$ cat src/rtl/mem_arb_pkg.sv
// rtl/mem_arb_pkg.sv - shared limits and read-tag types for the memory-port arbiter
//
// Purpose: common definitions imported by mem_arb_rr and mem_arbiter.
//   MAX_CH       : largest supported channel count (channel ids fit in ch_id_t)
//   MAX_READ_LAT : largest supported memory read latency
//   ch_id_t      : encoded channel number
//   rd_tag_t     : one read-tracking pipeline slot {valid, channel id}

package mem_arb_pkg;

  localparam int MAX_CH       = 8;
  localparam int MAX_READ_LAT = 4;

  typedef logic [2:0] ch_id_t;

  typedef struct packed {
    logic   valid;
    ch_id_t id;
  } rd_tag_t;

endpackage

$ cat src/rtl/mem_arb_rr.sv
// rtl/mem_arb_rr.sv - round-robin picker holding the last granted channel
//
// Purpose: combinational one-hot grant; search starts one past the last
// accepted channel and wraps. The pointer moves only on an accept.
// Ports:
//   clk, reset : clock, synchronous active-low reset (pointer -> NUM_CH-1)
//   req_i      : per-channel request vector
//   accept_i   : a granted request was taken this cycle
//   gnt_o      : one-hot grant (zero when req_i is zero)
//   gnt_id_o   : encoded index of the granted channel

module mem_arb_rr
  import mem_arb_pkg::*;
#(
  parameter int NUM_CH = 4
) (
  input  logic              clk,
  input  logic              reset,
  input  logic [NUM_CH-1:0] req_i,
  input  logic              accept_i,
  output logic [NUM_CH-1:0] gnt_o,
  output ch_id_t            gnt_id_o
);

  ch_id_t            last_q;
  ch_id_t            last_d;
  logic [NUM_CH-1:0] upper_mask;
  logic [NUM_CH-1:0] req_upper;

  // Requests strictly above the last winner take priority; if none, the
  // lowest requester overall wins (the wrap-around). x & -x isolates the
  // lowest set bit.
  always_comb begin
    upper_mask = ~((NUM_CH'(2) << last_q) - NUM_CH'(1));
    req_upper  = req_i & upper_mask;
    if (req_upper != '0) begin
      gnt_o = req_upper & (~req_upper + NUM_CH'(1));
    end else begin
      gnt_o = req_i & (~req_i + NUM_CH'(1));
    end
    gnt_id_o = '0;
    for (int c = 0; c < NUM_CH; c++) begin
      if (gnt_o[c]) begin
        gnt_id_o = ch_id_t'(c);
      end
    end
  end

  always_comb begin
    last_d = last_q;
    if (accept_i) begin
      last_d = gnt_id_o;
    end
  end

  always_ff @(posedge clk) begin
    if (!reset) begin
      last_q <= ch_id_t'(NUM_CH - 1);
    end else begin
      last_q <= last_d;
    end
  end

endmodule

$ cat src/rtl/mem_arbiter.sv
// rtl/mem_arbiter.sv - round-robin arbiter sharing one memory port among NUM_CH requesters
//
// Purpose: grants one request per cycle, registers the memory-side signals,
// and returns read data to the issuing channel after READ_LAT cycles.
// Optional build macro: MEM_ARB_STATS_EN adds clearStats / grantCount.
// Ports:
//   clk, reset         : clock, synchronous active-low reset
//   clearStats         : (MEM_ARB_STATS_EN) zero all grant counters
//   grantCount         : (MEM_ARB_STATS_EN) per-channel saturating accept count
//   chReq/chWe         : per-channel request and write(1)/read(0)
//   chAddr/chWdata     : per-channel address and write data
//   chGnt              : combinational one-hot grant
//   chRvalid/chRdata   : registered read completion (one-hot) and broadcast data
//   address/dataToMemory/writeEnable : registered memory port
//   dataFromMemory     : memory read data

module mem_arbiter
  import mem_arb_pkg::*;
#(
  parameter int NUM_CH   = 4,
  parameter int ADDR_W   = 16,
  parameter int DATA_W   = 16,
  parameter int READ_LAT = 2
) (
  input  logic                          clk,
  input  logic                          reset,
`ifdef MEM_ARB_STATS_EN
  input  logic                          clearStats,
  output logic [NUM_CH-1:0][15:0]       grantCount,
`endif
  input  logic [NUM_CH-1:0]             chReq,
  input  logic [NUM_CH-1:0]             chWe,
  input  logic [NUM_CH-1:0][ADDR_W-1:0] chAddr,
  input  logic [NUM_CH-1:0][DATA_W-1:0] chWdata,
  output logic [NUM_CH-1:0]             chGnt,
  output logic [NUM_CH-1:0]             chRvalid,
  output logic [DATA_W-1:0]             chRdata,
  output logic [ADDR_W-1:0]             address,
  output logic [DATA_W-1:0]             dataToMemory,
  output logic                          writeEnable,
  input  logic [DATA_W-1:0]             dataFromMemory
);

  logic [NUM_CH-1:0] gnt;
  ch_id_t            gnt_id;
  logic              accept;

  logic [ADDR_W-1:0] sel_addr;
  logic [DATA_W-1:0] sel_wdata;
  logic              sel_we;

  logic [ADDR_W-1:0] address_q, address_d;
  logic [DATA_W-1:0] wdata_q, wdata_d;
  logic              we_q, we_d;

  // Slot 0 is loaded at the accept edge; slot READ_LAT lines up with the
  // cycle in which dataFromMemory holds that read's data.
  rd_tag_t [READ_LAT:0] pipe_q, pipe_d;
  rd_tag_t              tail;

  logic [NUM_CH-1:0] rvalid_q, rvalid_d;
  logic [DATA_W-1:0] rdata_q, rdata_d;

  mem_arb_rr #(.NUM_CH(NUM_CH)) u_rr (
    .clk      (clk),
    .reset    (reset),
    .req_i    (chReq),
    .accept_i (accept),
    .gnt_o    (gnt),
    .gnt_id_o (gnt_id)
  );

  assign chGnt  = gnt;
  assign accept = |(chReq & gnt);

  // One-hot AND-OR mux of the winning channel's request fields.
  always_comb begin
    sel_addr  = '0;
    sel_wdata = '0;
    sel_we    = 1'b0;
    for (int c = 0; c < NUM_CH; c++) begin
      if (gnt[c]) begin
        sel_addr  = sel_addr | chAddr[c];
        sel_wdata = sel_wdata | chWdata[c];
        sel_we    = sel_we | chWe[c];
      end
    end
  end

  always_comb begin
    address_d = address_q;
    wdata_d   = wdata_q;
    we_d      = 1'b0;
    if (accept) begin
      address_d = sel_addr;
      wdata_d   = sel_wdata;
      we_d      = sel_we;
    end
  end

  // Writes enter as invalid slots so completions stay in issue order.
  always_comb begin
    pipe_d          = '0;
    pipe_d[0].valid = accept & ~sel_we;
    pipe_d[0].id    = gnt_id;
    for (int s = 1; s <= READ_LAT; s++) begin
      pipe_d[s] = pipe_q[s-1];
    end
  end

  assign tail = pipe_q[READ_LAT];

  always_comb begin
    rvalid_d = '0;
    rdata_d  = rdata_q;
    if (tail.valid) begin
      rvalid_d = NUM_CH'(1) << tail.id;
      rdata_d  = dataFromMemory;
    end
  end

  // Reset clears the tag pipeline, so reads in flight never complete.
  always_ff @(posedge clk) begin
    if (!reset) begin
      address_q <= '0;
      wdata_q   <= '0;
      we_q      <= 1'b0;
      pipe_q    <= '0;
      rvalid_q  <= '0;
      rdata_q   <= '0;
    end else begin
      address_q <= address_d;
      wdata_q   <= wdata_d;
      we_q      <= we_d;
      pipe_q    <= pipe_d;
      rvalid_q  <= rvalid_d;
      rdata_q   <= rdata_d;
    end
  end

  assign address      = address_q;
  assign dataToMemory = wdata_q;
  assign writeEnable  = we_q;
  assign chRvalid     = rvalid_q;
  assign chRdata      = rdata_q;

`ifdef MEM_ARB_STATS_EN
  logic [NUM_CH-1:0][15:0] cnt_q, cnt_d;

  // A clear in the same cycle as an accept wins.
  always_comb begin
    cnt_d = cnt_q;
    for (int c = 0; c < NUM_CH; c++) begin
      if (clearStats) begin
        cnt_d[c] = '0;
      end else if (gnt[c] && chReq[c] && (cnt_q[c] != 16'hFFFF)) begin
        cnt_d[c] = cnt_q[c] + 16'd1;
      end
    end
  end

  always_ff @(posedge clk) begin
    if (!reset) begin
      cnt_q <= '0;
    end else begin
      cnt_q <= cnt_d;
    end
  end

  assign grantCount = cnt_q;
`endif

endmodule

$ cat config.mk
export PLATFORM = sky130hd
export DESIGN_NAME = mem_arbiter
export DESIGN_NICKNAME = d
export VERILOG_FILES = /design/src/rtl/mem_arb_pkg.sv /design/src/rtl/mem_arb_rr.sv /design/src/rtl/mem_arbiter.sv
export SDC_FILE = /design/constraint.sdc
export NUM_CORES = 1
export LEC_CHECK = 0
export CAP_MARGIN = 20
export CORE_MARGIN = 2
export CORE_UTILIZATION = 41
export CTS_CLUSTER_DIAMETER = 200
export DETAILED_ROUTE_END_ITERATION = 6
export PLACE_DENSITY = 0.84
export SLEW_MARGIN = 25
export SYNTH_ARGS = -nofsm -noshare
export SYNTH_HDL_FRONTEND = slang
export SYNTH_SLANG_ARGS = --single-unit
$ cat constraint.sdc
create_clock -name clk -period 3.77 [get_ports clk]
set_input_delay 0.754 -clock clk [delete_from_list [all_inputs] [get_ports clk]]
set_output_delay 0.754 -clock clk [all_outputs]
set_load 0.02 [all_outputs]
==> impl_metrics.csv <==
group,metric,value,unit
clocking,insertion_delay,0.34,ns
sta,holdWs,0.430,ns
yosys,synth_cell_type_count,35,
finish,drive_gt1_frac,0.0641,
sta,period_needed,3.44,ns
routing,via_count,4311,
finish,layout.nets,789,
critical_path,r2r_end,"pipe_d[7]$_SDFF_PN0_",
yosys,synth_top_area_share,0.354,
critical_path,cp_max_fo,12,
yosys,syn_avg_cell_area,7.96,µm²
floorplanning,start_util,0.419,
routing,viasPerCell,5.76,
critical_path,r2r_start,"u_rr.last_q[0]$_SDFFE_PN1P_",
clocking,cts_buffers,9,
sta,fin_crit_sh,0.913,
floorplanning,fp.dieH,97.9,µm
finish,final_common_cell,"clkdlybuf4s50_1",
critical_path,crit_end,"chGnt[1]",
yosys,yosys_warnings,0,
critical_path,critPathKind,"in -> out",
outcome,status,"finished, final reports clean",
routing,drt-pass1-iter-count,4,
power_and_ir_drop,leakage,2.12,nW
sta,setup_violations,0,
clocking,cts_setup_buffers,0,
yosys,async_flop_share,0,
floorplanning,io_pins,211,
global_routing,gr-total-overflow,0,
power_and_ir_drop,powerDensity,344,nW/µm²
critical_path,critPathLaunch,"chReq[0]",
yosys,yosys.area.top_type,"dfxtp_1",
sta,skew,0.0118,ns
placement,hpwl,9000,µm
routing,routed_wl,12800,µm
finish,finalCoreUtilization,0.682,
global_routing,grt_pass1_wl,20500,µm
critical_path,r2r_slack,1.78,ns
clocking,clock-root-buffer,"clkbuf_8",
critical_path,start_kind,"primary input",
finish,stdcell_area,5890,µm²
finish,antennaDiodeCount,0,
sta,hold_viol_final,0,
global_routing,grt_max_degree,62,
clocking,clkTransAtPathRegs,0.08,ns
critical_path,worstRegToRegCells,5,
yosys,syn-num-nets,608,
clocking,cts_sinks,64,
critical_path,endpoint_kind,"output port",
placement,port_buffers,210,
yosys,synth_seq_cells,64,
yosys,syn_area,3620,µm²
power_and_ir_drop,total_power,2.03,mW
floorplanning,core,8640,µm²
finish,final_cell_mix,"clkdlybuf4s50_1, nand3_1, a211oi_1, dfxtp_1, nand2_1",
sta,maxSlewViolCount,0,
sta,relSlewSlack,0.368,
floorplanning,std_cell_rows,34,
global_routing,grt_antenna_before_repair,1,
yosys,ys.flop_type,"dfxtp_1",
global_routing,grt_usage,0.261,
floorplanning,die_area,9590,µm²
floorplanning,die_x,97.9,µm
yosys,synth.area.top_cells,"dfxtp_1, a211oi_1, nand3_1, a31oi_1, and3_1",
clocking,cts_hold_buffers,0,
routing,ant_nets,0,
critical_path,crit_arrival,2.69,ns
critical_path,worst-endpoint-required,3.02,ns
yosys,ys_seq_area_frac,0.354,
clocking,cts_tree,"built",
global_routing,grt_pass1_vias,4123,
finish,synthToLayoutAreaGrowth,62.8,%
worst_hold_path,hp-class,"reg -> reg",
routing,drcViolationCount,0,
clocking,cts_buffer_depth,2,
power_and_ir_drop,max-vdd-ir-drop,0.217,mV
routing,routedWlPerCell,17.2,µm
sta,tightest_slew,0.946,ns
clocking,cts-resized-gates,0,
sta,rsz0062_at_grt,"no",
clocking,htreeDepth,3,
sta,tns,0,ns
placement,gp_congestion,0.850,
routing,drtIter0Drc,168,
placement,place_area,5680,µm²
yosys,netlist_instances,454,
yosys,synth_edf_count,0,
sta,fmax,291,MHz
job,maxCapViolations,0,
==> cells in the mapped netlist (3+ instances only) <==
cell      instances
mux2i_1          16
dfxtp_1          64
a211oi_1         64
nand2_1          36
buf_6             4
and2_1            7
clkbuf_1         27
inv_1             3
nor3_1            3
o21ai_0          32
nand3_1          68
a31oi_1          33
and3_1           33
buf_2            19
nor2b_1          18
nor2_1            3
==> worst min path at each step <==
stage / depth (start not counted) / slack, ns / end / start
detailed placement: 1 / 0.42 / pipe_q[9]$_SDFF_PN0_ / pipe_d[9]$_SDFF_PN0_
global placement: 1 / 0.41 / pipe_d[9]$_SDFF_PN0_ / pipe_d[5]$_SDFF_PN0_
finish: 1 / 0.43 / pipe_d[8]$_SDFF_PN0_ / pipe_d[4]$_SDFF_PN0_
floorplan: 1 / 0.41 / pipe_d[11]$_SDFF_PN0_ / pipe_d[7]$_SDFF_PN0_
global route: 1 / 0.45 / pipe_d[8]$_SDFF_PN0_ / pipe_d[4]$_SDFF_PN0_
CTS: 1 / 0.44 / pipe_d[8]$_SDFF_PN0_ / pipe_d[4]$_SDFF_PN0_
==> state kept, by name (all words and copies together), names as in the netlist <==
register	cells
writeEnable	1
chRvalid	4
pipe_q	3
u_rr.last_q	2
address	16
pipe_d	6
dataToMemory	16
chRdata	16
==> where the power goes <==
group / internal (mW) / switching (mW) / leakage (nW) / total (mW)
Clock: 0.326 / 0.290 / 0.0989 / 0.616
Sequential: 0.731 / 0.0334 / 0.526 / 0.765
Combinational: 0.331 / 0.314 / 1.50 / 0.645
Total: 1.39 / 0.637 / 2.12 / 2.03
==> critical path: stages <==
cell	delay [ns]
clkdlybuf4s50_1	0.62
or3_4	0.43
o221ai_4	0.07
nand2_1	0.11
inv_1	0.09
clkdlybuf4s50_1	0.60
==> stage by stage <==
step	instances	worst slack, ns
3_5_place_dp	732	0.323
4_1_cts	748	0.331
2_1_floorplan	454	1.30
6_report	748	0.329
3_3_place_gp	732	0.361
5_1_grt	748	0.236
==> cells by family (layout without fill, tap and decap cells) <==
family / count (synthesis) / in the layout / synth area share
AOI/OAI and AO/OA: 141 / 141 / 0.267
buffers and inverters: 59 / 245 / 0.0782
DFF: 64 / 64 / 0.354
muxes: 16 / 16 / 0.0443
and+or+nand+nor: 174 / 174 / 0.256
==> per-layer routing <==
| metal | track usage | vias to the layer above | part of all wire |
|---|---|---|---|
| met4 | 0.0919 | 0 | 0.023 |
| li1 | - | 2059 | - |
| met1 | 0.326 | 2006 | 0.40 |
| met5 | 0 | - | 0 |
| met2 | 0.442 | 221 | 0.50 |
| met3 | 0.0623 | 25 | 0.085 |
==> cell type report <==
cell class | count | area [µm²]
inverter | 5 | 18.8
clock inverter | 6 | 67.6
sequential | 64 | 1280
clock buffer | 10 | 138
tap | 108 | 135
multi-input combinational | 331 | 2060
fill | 704 | 2750
timing repair buffer | 224 | 2190
Note: power is estimated with default switching activity, not from simulation.
